<file path="config.mk">
export PLATFORM = sky130hd
export DESIGN_NAME = ysyx_25040111_lsu_axi
export DESIGN_NICKNAME = d
export VERILOG_FILES = /design/src/rtl/ysyx_25040111_lsu_axi.sv
export SDC_FILE = /design/constraint.sdc
export NUM_CORES = 1
export LEC_CHECK = 0
export ABC_CLOCK_PERIOD_IN_PS = 1870
export CORE_MARGIN = 1
export CORE_UTILIZATION = 40
export CTS_BUF_LIST = sky130_fd_sc_hd__clkbuf_8
export DETAILED_ROUTE_END_ITERATION = 7
export PLACE_DENSITY = 0.79
export SETUP_SLACK_MARGIN = 0.15
export SYNTH_ARGS = -nofsm -noshare
export SYNTH_HDL_FRONTEND = slang
export SYNTH_SLANG_ARGS = --single-unit
</file>
<file path="constraint.sdc">
create_clock -name clk -period 1.87 [get_ports clk]
set_input_delay 0.2805 -clock clk [delete_from_list [all_inputs] [get_ports clk]]
set_output_delay 0.2805 -clock clk [all_outputs]
set_load 0.01 [all_outputs]
</file>
<file path="src/rtl/ysyx_25040111_lsu_axi.sv">
// rtl/ysyx_25040111_lsu_axi.sv - single-beat AXI4 master load/store unit
module ysyx_25040111_lsu_axi #(
  parameter int ADDR_W      = 32,
  parameter int DATA_W      = 32,
  parameter int AXI_ID      = 0,
  parameter int CHECK_ALIGN = 1
) (
  input  logic                clk,
  input  logic                rst_n,
  input  logic                req_valid,
  output logic                req_ready,
  input  logic                req_wen,
  input  logic                req_sign,
  input  logic [1:0]          req_size,
  input  logic [ADDR_W-1:0]   req_addr,
  input  logic [DATA_W-1:0]   req_wdata,
  output logic                resp_valid,
  input  logic                resp_ready,
  output logic [DATA_W-1:0]   resp_rdata,
  output logic [1:0]          resp_err,
  output logic                awvalid,
  input  logic                awready,
  output logic [ADDR_W-1:0]   awaddr,
  output logic [3:0]          awid,
  output logic [7:0]          awlen,
  output logic [2:0]          awsize,
  output logic [1:0]          awburst,
  output logic                wvalid,
  input  logic                wready,
  output logic [DATA_W-1:0]   wdata,
  output logic [DATA_W/8-1:0] wstrb,
  output logic                wlast,
  input  logic                bvalid,
  output logic                bready,
  input  logic [1:0]          bresp,
  input  logic [3:0]          bid,
  output logic                arvalid,
  input  logic                arready,
  output logic [ADDR_W-1:0]   araddr,
  output logic [3:0]          arid,
  output logic [7:0]          arlen,
  output logic [2:0]          arsize,
  output logic [1:0]          arburst,
  input  logic                rvalid,
  output logic                rready,
  input  logic [DATA_W-1:0]   rdata,
  input  logic [1:0]          rresp,
  input  logic                rlast,
  input  logic [3:0]          rid
);

  localparam int NB    = DATA_W / 8;
  localparam int OFF_W = $clog2(NB);

  typedef enum logic [2:0] {S_IDLE, S_AR, S_R, S_WR, S_B, S_RESP} state_t;
  state_t state;

  logic [OFF_W-1:0]  req_off, off_q, align_mask;
  logic [NB-1:0]     strb_base;
  logic [1:0]        size_q;
  logic              sign_q;
  logic              illegal, misaligned, local_err;
  logic              r_err, b_err;
  logic [DATA_W-1:0] shifted, keep, load_ext;
  logic              sbit;
  logic              unused_rlast;

  assign unused_rlast = rlast;

  assign req_ready = (state == S_IDLE);
  assign rready    = (state == S_R);
  assign bready    = (state == S_B);
  assign awid      = 4'(AXI_ID);
  assign arid      = 4'(AXI_ID);
  assign awlen     = 8'd0;
  assign arlen     = 8'd0;
  assign awburst   = 2'b01;
  assign arburst   = 2'b01;
  assign wlast     = 1'b1;

  assign r_err = (rresp != 2'b00) || (rid != 4'(AXI_ID));
  assign b_err = (bresp != 2'b00) || (bid != 4'(AXI_ID));

  always_comb begin
    req_off    = req_addr[OFF_W-1:0];
    align_mask = '0;
    strb_base  = NB'(1);
    case (req_size)
      2'd0: begin align_mask = '0;         strb_base = NB'(1);     end
      2'd1: begin align_mask = OFF_W'(1);  strb_base = NB'(3);     end
      2'd2: begin align_mask = OFF_W'(3);  strb_base = NB'(4'hF);  end
      default: begin align_mask = '1;      strb_base = '1;         end
    endcase
    illegal    = (DATA_W == 32) && (req_size == 2'd3);
    misaligned = |(req_off & align_mask);
    local_err  = illegal || ((CHECK_ALIGN != 0) && misaligned);
  end

  // Extract the addressed field from the read beat and extend it to full width.
  always_comb begin
    shifted = rdata >> {off_q, 3'b000};
    keep    = '1;
    sbit    = shifted[DATA_W-1];
    case (size_q)
      2'd0: begin keep = DATA_W'(8'hFF);        sbit = shifted[7];  end
      2'd1: begin keep = DATA_W'(16'hFFFF);     sbit = shifted[15]; end
      2'd2: begin keep = DATA_W'(32'hFFFF_FFFF); sbit = shifted[31]; end
      default: begin keep = '1;                 sbit = shifted[DATA_W-1]; end
    endcase
    load_ext = (shifted & keep) | ({DATA_W{sign_q & sbit}} & ~keep);
  end

  always_ff @(posedge clk or negedge rst_n) begin
    if (!rst_n) begin
      state      <= S_IDLE;
      arvalid    <= 1'b0;
      awvalid    <= 1'b0;
      wvalid     <= 1'b0;
      resp_valid <= 1'b0;
      resp_rdata <= '0;
      resp_err   <= 2'd0;
      araddr     <= '0;
      awaddr     <= '0;
      arsize     <= 3'd0;
      awsize     <= 3'd0;
      wdata      <= '0;
      wstrb      <= '0;
      off_q      <= '0;
      size_q     <= 2'd0;
      sign_q     <= 1'b0;
    end else begin
      case (state)
        S_IDLE: begin
          if (req_valid) begin
            off_q  <= req_off;
            size_q <= req_size;
            sign_q <= req_sign;
            if (local_err) begin
              resp_rdata <= '0;
              resp_err   <= 2'd1;
              resp_valid <= 1'b1;
              state      <= S_RESP;
            end else if (req_wen) begin
              awaddr  <= req_addr;
              awsize  <= {1'b0, req_size};
              wdata   <= req_wdata << {req_off, 3'b000};
              wstrb   <= strb_base << req_off;
              awvalid <= 1'b1;
              wvalid  <= 1'b1;
              state   <= S_WR;
            end else begin
              araddr  <= req_addr;
              arsize  <= {1'b0, req_size};
              arvalid <= 1'b1;
              state   <= S_AR;
            end
          end
        end
        S_AR: begin
          if (arready) begin
            arvalid <= 1'b0;
            state   <= S_R;
          end
        end
        S_R: begin
          if (rvalid) begin
            resp_rdata <= load_ext;
            resp_err   <= r_err ? 2'd2 : 2'd0;
            resp_valid <= 1'b1;
            state      <= S_RESP;
          end
        end
        S_WR: begin
          // AW and W complete independently; move on once neither is still pending.
          if (awready) awvalid <= 1'b0;
          if (wready)  wvalid  <= 1'b0;
          if ((!awvalid || awready) && (!wvalid || wready)) state <= S_B;
        end
        S_B: begin
          if (bvalid) begin
            resp_rdata <= '0;
            resp_err   <= b_err ? 2'd2 : 2'd0;
            resp_valid <= 1'b1;
            state      <= S_RESP;
          end
        end
        S_RESP: begin
          if (resp_ready) begin
            resp_valid <= 1'b0;
            state      <= S_IDLE;
          end
        end
        default: state <= S_IDLE;
      endcase
    end
  end

endmodule
</file>
### After elaboration in Yosys (flattened, before gate mapping)

Index checks and enable logic that the tools add are counted.

| operators by class | value |
|---|---|
| mux-type cells | 43 |
| shift operators | 3 |
| equality and inequality tests | 20 |
| bitwise gates (word level) | 8 |
| reductions and logical operators | 29 |

Operators with widths:

| operator | number |
|---|---|
| 2-to-1 mux 32 bit | 4 |
| one-hot mux 32 bit (3 select lines) | 1 |
| AND 32 bit | 2 |
| one-hot mux 32 bit (2 select lines) | 1 |
| inverter 32 bit | 1 |
| OR 32 bit | 1 |
| left shift 32 x 5 -> 32 bit | 1 |
| right shift 32 x 5 -> 32 bit | 1 |
| 2-to-1 mux 3 bit | 7 |
| inequality test 2 bit (second input constant) | 10 |
| AND reduction 5 bit | 4 |
| one-hot mux 3 bit (6 select lines) | 1 |
| 2-to-1 mux 1 bit | 14 |
| 2-to-1 mux 2 bit | 7 |
| AND reduction 6 bit | 2 |
| nonzero test 4 bit | 3 |
| one-hot mux 1 bit (2 select lines) | 4 |
| one-hot mux 4 bit (2 select lines) | 1 |
| AND reduction 4 bit | 2 |
| nonzero test 2 bit | 4 |
| equality test 3 x 2 -> 1 bit (second input constant) | 2 |
| equality test 3 bit (second input constant) | 2 |
| one-hot mux 2 bit (3 select lines) | 1 |
| logical OR 1 bit | 5 |
| other kinds (17) | 22 |

| word-level totals | value |
|---|---|
| bits in registers | 150 |
| output and inout port bits | 176 |
| input bits | 122 |
| logic and storage cells | 119 |

### Logic depth before layout (Yosys ltp)

Gate-level depths: netlist of run 1.

| logic depth | value |
|---|---|
| word-level depth | 8 |
| mapped depth | 7 |
| mapped depth without buffers | 6 |

### Worst setup path after synthesis of run 1

No wires, ideal clock.

| timing path | value |
|---|---|
| path kind | register -> register |
| start | register state[1] |
| end | register awaddr[29] |
| data required time | 1.743 ns |
| buffers on the path | 2 |
| clock period less this slack | 1.864 ns |
| library setup time | 0.127 ns |
| slack | 0.006 ns |
| cell stages (with the launch flop) | 6 |
| data arrival time | 1.737 ns |
| path through | dfrtp_1 -> buf_2 -> nor4b_4 -> nand4_4 -> buf_4 -> mux2_1 |

| on the way | value |
|---|---|
| word-level cells in the longest chain between the ends | 2 |

Ends and longest elaborated chain:

| item | line | text |
|---|---|---|
| start: declaration | 56 | `state_t state;` |
| start signal: assignment | 115 | `state <= S_IDLE;` |
| start signal: assignment | 142 | `state <= S_RESP;` |
| start signal: assignment | 150 | `state <= S_WR;` |
| zero test 3 bit | 132 | `case (state)` |
| AND reduction 4 bit (no source line) | - |  |
| end signal: assignment | 144 | `awaddr <= req_addr;` |
| end: declaration | 23 | `output logic [ADDR_W-1:0] awaddr,` |

Every way passes these cells.
A chain may end at the register's enable or synchronous reset.

### Final worst setup path of run 1

| timing path | value |
|---|---|
| start | register state[1] |
| end | register araddr[29] |

| on the way | value |
|---|---|
| word-level cells in the longest chain between the ends | 2 |

Ends and longest elaborated chain:

| item | line | text |
|---|---|---|
| zero test 3 bit | 132 |  |
| AND reduction 4 bit (no source line) | - |  |
| end signal: assignment | 152 | `araddr <= req_addr;` |
| end: declaration | 39 | `output logic [ADDR_W-1:0] araddr,` |

Every way passes these cells.

==> run_results.csv, run 1 <==
group,metric,value,unit
worst_setup_path,start_kind,"register",
route,drtIter0Drc,208,
final_layout,drive_above_1_share,27.11,%
worst_setup_path,cpLargestDelayFamily,"buffers and inverters",
clock_tree,clock_latency,0.46,ns
synthesis,post_synth.cell_area_avg,11.81,um^2
pwr,power.switching,0.005819,W
global_route,grt.total_usage,24.83,%
die,dieArea,18190,um^2
route,vias_per_cell,5.192,
clock_tree,cts_buffers,17,
synthesis,seq_area_frac_synth,53.16,%
sta,tns,0,ns
worst_setup_path,critPathSlowestCell,"dfrtp_2",
placement,port_buffers,265,
worst_setup_path,path_cells,"buf_6 -> nor4b_4 -> buf_4 -> buf_4 -> nand4b_4 -> buf_12 -> mux2_4",
synthesis,netlist_area,7061,um^2
sta,rsz0062_at_grt,"true",
die,dieHeight,134.9,um
clock_tree,htreeDepth,4,
sta,hold_viol_final,0,
pwr,power.internal,0.01076,W
global_route,grt_pass1_vias,6192,
worst_setup_path,startpoint,"state[1]",
sta,max_freq,535.4,MHz
die,start_util,40.82,%
placement,dpl.hpwl,15.13,mm
die,die_w,134.9,um
sta,min_period,1.868,ns
pwr,p_seq_share,34.0,%
sta,final.period_utilization,99.87,%
final_layout,final_cell_mix,"clkdlybuf4s50_1 (229), dfrtp_1 (146), buf_4 (49), mux2_2 (46), mux2i_1 (34)",
hold_path,min_path_type,"in -> async",
worst_setup_path,timing.rr.start,"state[1]",
outcome,status,"finished, final reports clean",
worst_setup_path,arrival,2.21,ns
sta,fin_ws,0.002367,ns
worst_setup_path,cp.required,2.21,ns
route,wl_per_cell,19.29,um
synthesis,yosys.area.top_type_share,53.16,%
synthesis,syn_inst,598,
synthesis,ys_types,43,
pwr,p_comb_share,51.0,%
route,dr_total_vias,6044,
worst_setup_path,critPathBufInv,4,
sta,slew_viol_final,0,
pwr,power.share.clock,15.0,%
placement,finalWeightedCongestion,0.8890,
clock_tree,root_buffer,"clkbuf_8",
sta,worst_pin_slew,0.7772,ns
flow_run,drv_cap,0,
clock_tree,clock_path_buffers,2,
sta,setup_violations,0,
synthesis,yosys.area.top_type,"dfrtp_1",
route,ant_nets,0,
pwr,power_density,1434,nW/um^2
sta,slew_headroom,48.00,%
placement,pre_cts_ws,-0.2048,ns
route,firstDrtPassIters,5,
global_route,overflow,0,
synthesis,synth_seq_cells,150,
worst_setup_path,critical_path_peak_fanout,29,
global_route,grt_max_degree,51,
worst_setup_path,max_stage_delay,0.42,ns
route,drt-total-wl,22.46,mm
worst_setup_path,crit_top_cell,"buf_4",
final_layout,fin_util,66.83,%
die,pin_count,298,
final_layout,final_nets,1046,
final_layout,final_common_cell,"clkdlybuf4s50_1",
global_route,grt_pass1_wl,34.02,mm
pwr,leakagePower,5.520,nW
die,core,17300,um^2
pwr,switching_share,35.11,%
worst_setup_path,end_kind,"register",
clock_tree,clk_pin_slew,0.08,ns
final_layout,nFillCells,1281,
clock_tree,cts_sinks,150,
die,rows,48,
pwr,ir_worst_vdd,0.0008519,V
final_layout,syn2layout_area_growth,63.72,%
route,drc_errors,0,
clock_tree,cts_tree,"yes",
synthesis,yosys_warnings,0,
worst_setup_path,critical_path_class,"reg -> reg",
synthesis,synth.area.top_cells,"dfrtp_1 (53%), mux2_2 (7.5%), mux2_1 (7.2%)",
sta,skew,0.008523,ns
global_route,antenna_found_initial,2,
per-layer routing:
layer | vias to the layer above | share of wire [%] | global-route usage, %
met5 | - | 0 | 0
met4 | 0 | 3.0 | 10.67
met3 | 45 | 9.8 | 8.033
met2 | 300 | 49 | 41.58
met1 | 2935 | 38 | 29.19
li1 | 2764 | - | -
registers in the layout, summed over array words and instances, names as in the netlist:
signal / count
araddr: 32
arsize: 2
arvalid: 1
awaddr: 32
awsize: 2
awvalid: 1
off_q: 2
resp_err: 2
resp_rdata: 32
resp_valid: 1
sign_q: 1
size_q: 2
state: 3
wdata: 32
wstrb: 4
wvalid: 1
power groups by stage:
stage                     logic, W  registers (W)  clock network [W]
after global placement     0.00715        0.00559                  0
after CTS                  0.00809        0.00556            0.00255
after global routing       0.00897        0.00581            0.00269
after floorplan            0.00260        0.00608                  0
after detailed placement   0.00726        0.00564                  0
final                      0.00845        0.00563            0.00249
worst register-to-register path, cell delays in order (launching register included):
cell and delay [ns]:
dfrtp_2 0.42, buf_6 0.14, nor4b_4 0.25, buf_4 0.17, buf_4 0.12, nand4b_4 0.13
buf_12 0.20, mux2_4 0.33
Yosys cell counts, drive strengths merged:
cell type / number
o32ai: 1
xor2: 1
nand2: 48
dfrtp: 150
a211o: 9
inv: 8
mux2i: 35
buf: 53
a221oi: 1
a21oi: 27
a221o: 8
o31ai: 10
or2: 1
o21ai: 34
nand4b: 2
nand3: 4
nand4bb: 1
mux2: 92
o311ai: 1
a22o: 8
a31oi: 2
nor2b: 21
nor3: 3
mux4: 1
a211oi: 25
conb: 2
clkbuf: 16
nor2: 24
or4: 2
o211ai: 1
nor4b: 1
or3: 1
nor3b: 1
a21o: 2
nand4: 2
final timing paths:
path | slack, ns | end | cells after the start
min in group clk | 0.37 | wdata[11] | 3
max reg2reg | 0.002 | araddr[29] | 7
max in group asynchronous | 0.91 | wdata[24] | 3
min reg2reg | 0.48 | wdata[3] | 2
min | 0.35 | resp_rdata[7] | 2
max | 0.002 | araddr[29] | 7
stage by stage:
stage | power, W | cells | cell area (um^2) | hold slack, ns
after floorplan | 0.008683 | 627 | 7247 | -0.01509
after global placement | 0.01274 | 1101 | 10200 | 0.2676
after detailed placement | 0.01290 | 1101 | 10200 | 0.2700
after CTS | 0.01619 | 1161 | 11200 | 0.3223
after global routing | 0.01748 | 1164 | 11560 | 0.3640
final | 0.01657 | 1164 | 11560 | 0.3539
area by class of cell:
type | instances | area (um^2) | share of cell area (%)
Sequential cell | 150 | 3759 | 32.51
Timing Repair Buffer | 347 | 3696 | 31.97
Multi-Input combinational cell | 400 | 3393 | 29.35
Tap cell | 225 | 281.5 | 2.435
Clock buffer | 18 | 247.7 | 2.143
Clock inverter | 14 | 140.1 | 1.212
Inverter | 8 | 37.54 | 0.3247
Antenna cell | 2 | 5.005 | 0.04329
logic make-up after synthesis:
kind of cell / synth area share [%]
and+or+nand+nor: 8.099
xor gates and xnor gates: 0.1241
DFF: 53.16
muxes: 19.95
AOI/OAI and AO/OA: 12.16
other: 0.1064
buffers and inverters: 6.397
repair_timing:
| action | CTS | global route |
|---|---|---|
| gates cloned | 10 | 0 |
| buffers inserted | 17 | 1 |
| setup endpoints to repair | 74 | 168 |
| gates resized for setup | 64 | 118 |
| pin swaps | 23 | 20 |
| endpoints found under the hold margin | 43 | 0 |
| hold buffers | 1 | 0 |
Note: power is estimated with default switching activity, not from simulation.
==> run 2, diff against run 1 <==
--- a/config.mk
+++ b/config.mk
@@ -10,6 +10,7 @@
 export CORE_UTILIZATION = 40
 export CTS_BUF_LIST = sky130_fd_sc_hd__clkbuf_8
 export DETAILED_ROUTE_END_ITERATION = 7
+export MAX_ROUTING_LAYER = met4
 export PLACE_DENSITY = 0.79
 export SETUP_SLACK_MARGIN = 0.15
 export SYNTH_ARGS = -nofsm -noshare
==> run 2 against run 1 <==
  * The flow now finishes with violations (negative setup slack)
  * Worst setup slack got worse by 0.021 ns
  * Count of clock-buffer cells in the layout is the same
  * Hold slack worse by 0.13 ns
  * Combinational power decreased by 6.4%
==> run_results.csv, run 2 (synthesis results as in run 1) <==
group,metric,value,unit
pwr,ir_worst_vdd,0.0007594,V
route,drt-total-wl,21.73,mm
final_layout,diodes,0,
die,die_w,134.9,um
pwr,p_comb_share,49.9,%
global_route,overflow,0,
die,dieArea,18190,um^2
pwr,power.share.clock,15.0,%
route,drc_errors,0,
sta,fin_ws,-0.01872,ns
route,drtIter0Drc,322,
outcome,violations,"negative setup slack",
flow_run,drv_cap,0,
final_layout,fin_util,65.07,%
final_layout,final_common_cell,"clkdlybuf4s50_1",
clock_tree,cts_buffers,17,
worst_setup_path,end_kind,"register",
route,vias_per_cell,5.184,
final_layout,final_cell_mix,"clkdlybuf4s50_1 (211), dfrtp_1 (147), buf_4 (48), nand2_1 (46), mux2_4 (46)",
clock_tree,root_buffer,"clkbuf_8",
final_layout,multi_input_area,3219,um^2
clock_tree,clk_pin_slew,0.09,ns
pwr,power.internal,0.01029,W
sta,slew_headroom,47.38,%
placement,dpl.hpwl,14.85,mm
route,highest_layer,"met4",
pwr,p_total,0.01586,W
sta,final.period_utilization,101.0,%
worst_setup_path,start_kind,"register",
sta,setup_violations,14,
outcome,status,"finished, violations left",
clock_tree,htreeDepth,4,
clock_tree,clock_latency,0.46,ns
route,wl_met3,1.859,mm
sta,rsz0062_at_grt,"true",
sta,max_freq,529.5,MHz
global_route,grt_pass1_wl,33.43,mm
route,dr_total_vias,5962,
worst_setup_path,critical_path_class,"reg -> reg",
route,firstDrtPassIters,5,
die,rows,48,
final_layout,drive_above_1_share,23.03,%
worst_setup_path,cp.required,2.21,ns
die,pin_count,298,
pwr,leakagePower,5.733,nW
pwr,switching_share,35.10,%
sta,slew_viol_final,0,
global_route,grt.total_usage,25.30,%
route,wl_per_cell,18.89,um
clock_tree,cts_sinks,150,
final_layout,regArea,3757,um^2
final_layout,nFillCells,1313,
sta,min_period,1.889,ns
global_route,grt_pass1_vias,6155,
clock_tree,cts_tree,"yes",
die,start_util,40.82,%
die,core,17300,um^2
sta,tns,-0.09980,ns
placement,finalWeightedCongestion,0.9130,
placement,placed_cell_area,10150,um^2
pwr,p_seq_share,35.1,%
pwr,power.switching,0.005566,W
final_layout,syn2layout_area_growth,59.40,%
clock_tree,clock_path_buffers,2,
hold_path,min_path_type,"in -> reg",
sta,worst_pin_slew,0.7863,ns
global_route,grt_max_degree,51,
die,dieHeight,134.9,um
final_layout,design_area,11250,um^2
route,wl_met2,10.52,mm
worst_setup_path,critical_path_peak_fanout,22,
placement,port_buffers,265,
final_layout,final_nets,1034,
sta,skew,0.01385,ns
global_route,antenna_found_initial,0,
pwr,power_density,1409,nW/um^2
worst_setup_path,arrival,2.23,ns
sta,hold_viol_final,0,
route,ant_nets,0,
route,drt-met1-wl,8.844,mm
==> run 2: cell count changes in the layout (fill, tap and decap cells not counted), moves of 8 or more <==
cell             delta
mux2_4             +24
nand2_1            +20
clkdlybuf4s50_1    -18
dlymetal6s2s_1     +17
mux2_2             -13
buf_6              -12
nand2_4            -12
mux2_1             -11
o21ai_2            -10
o21ai_0             +9
nand2_2             -8
==> run 2: worst paths after layout <==
check	start	endpoint	slack, ns	depth (start not counted)
min in group asynchronous	rst_n	resp_rdata[7]	0.32	2
min	req_addr[0]	off_q[0]	0.22	2
min reg2reg	wstrb[2]	wstrb[2]	0.48	1
max reg2reg	state[1]	resp_rdata[24]	-0.02	8
max	state[1]	resp_rdata[24]	-0.02	8
max in group asynchronous	rst_n	araddr[24]	0.91	3
==> run 2: power by group through the flow <==
stage | Combinational [W] | Sequential (W) | Clock [W]
after floorplan | 0.00260 | 0.00608 | 0
after global placement | 0.00714 | 0.00559 | 0
after detailed placement | 0.00725 | 0.00564 | 0
after CTS | 0.00796 | 0.00556 | 0.00241
after global routing | 0.00844 | 0.00574 | 0.00256
final | 0.00791 | 0.00556 | 0.00238
==> run 2: metrics by stage <==
step / cells / hold WS [ns] / worst slack [ns]
floorplan: 627 / -0.01509 / 0.04386
global placement: 1093 / 0.2502 / -0.1699
detailed placement: 1093 / 0.2467 / -0.2059
CTS: 1150 / 0.1874 / -0.004631
global route: 1150 / 0.2044 / -0.1167
finish: 1150 / 0.2203 / -0.01872
==> run 2: layer usage <==
metal,up-vias,GRT usage (%)
met4,0,8.801
met5,-,-
met2,294,40.84
met3,34,7.620
li1,2732,-
met1,2902,30.01
==> run 2: area by class of cell <==
cell class                 count  share of cell area [%]
sequential                   150                   33.39
timing repair buffer         335                   31.94
tap                          225                   2.501
inverter                       8                  0.3335
clock inverter                14                   1.034
clock buffer                  18                   2.201
multi-input combinational    400                   28.60
==> run 2: timing repair <==
| item | 4_1_cts | 5_1_grt |
|---|---|---|
| setup buffers | 15 | 0 |
| resized for setup | 84 | 57 |
| pin swaps | 4 | 3 |
| hold endpoints to repair | 42 | 0 |
| setup endpoints to repair | 102 | 191 |
| cloned | 9 | 0 |
| hold buffers | 1 | 0 |
==> run 2: worst max-delay path: stages, from the launching register on <==
cell and delay, ns:
dfrtp_2 0.42, buf_4 0.15, buf_4 0.13, nand4bb_1 0.23, o31ai_4 0.10, nand2_2 0.10
buf_12 0.17, buf_4 0.14, a221o_1 0.33
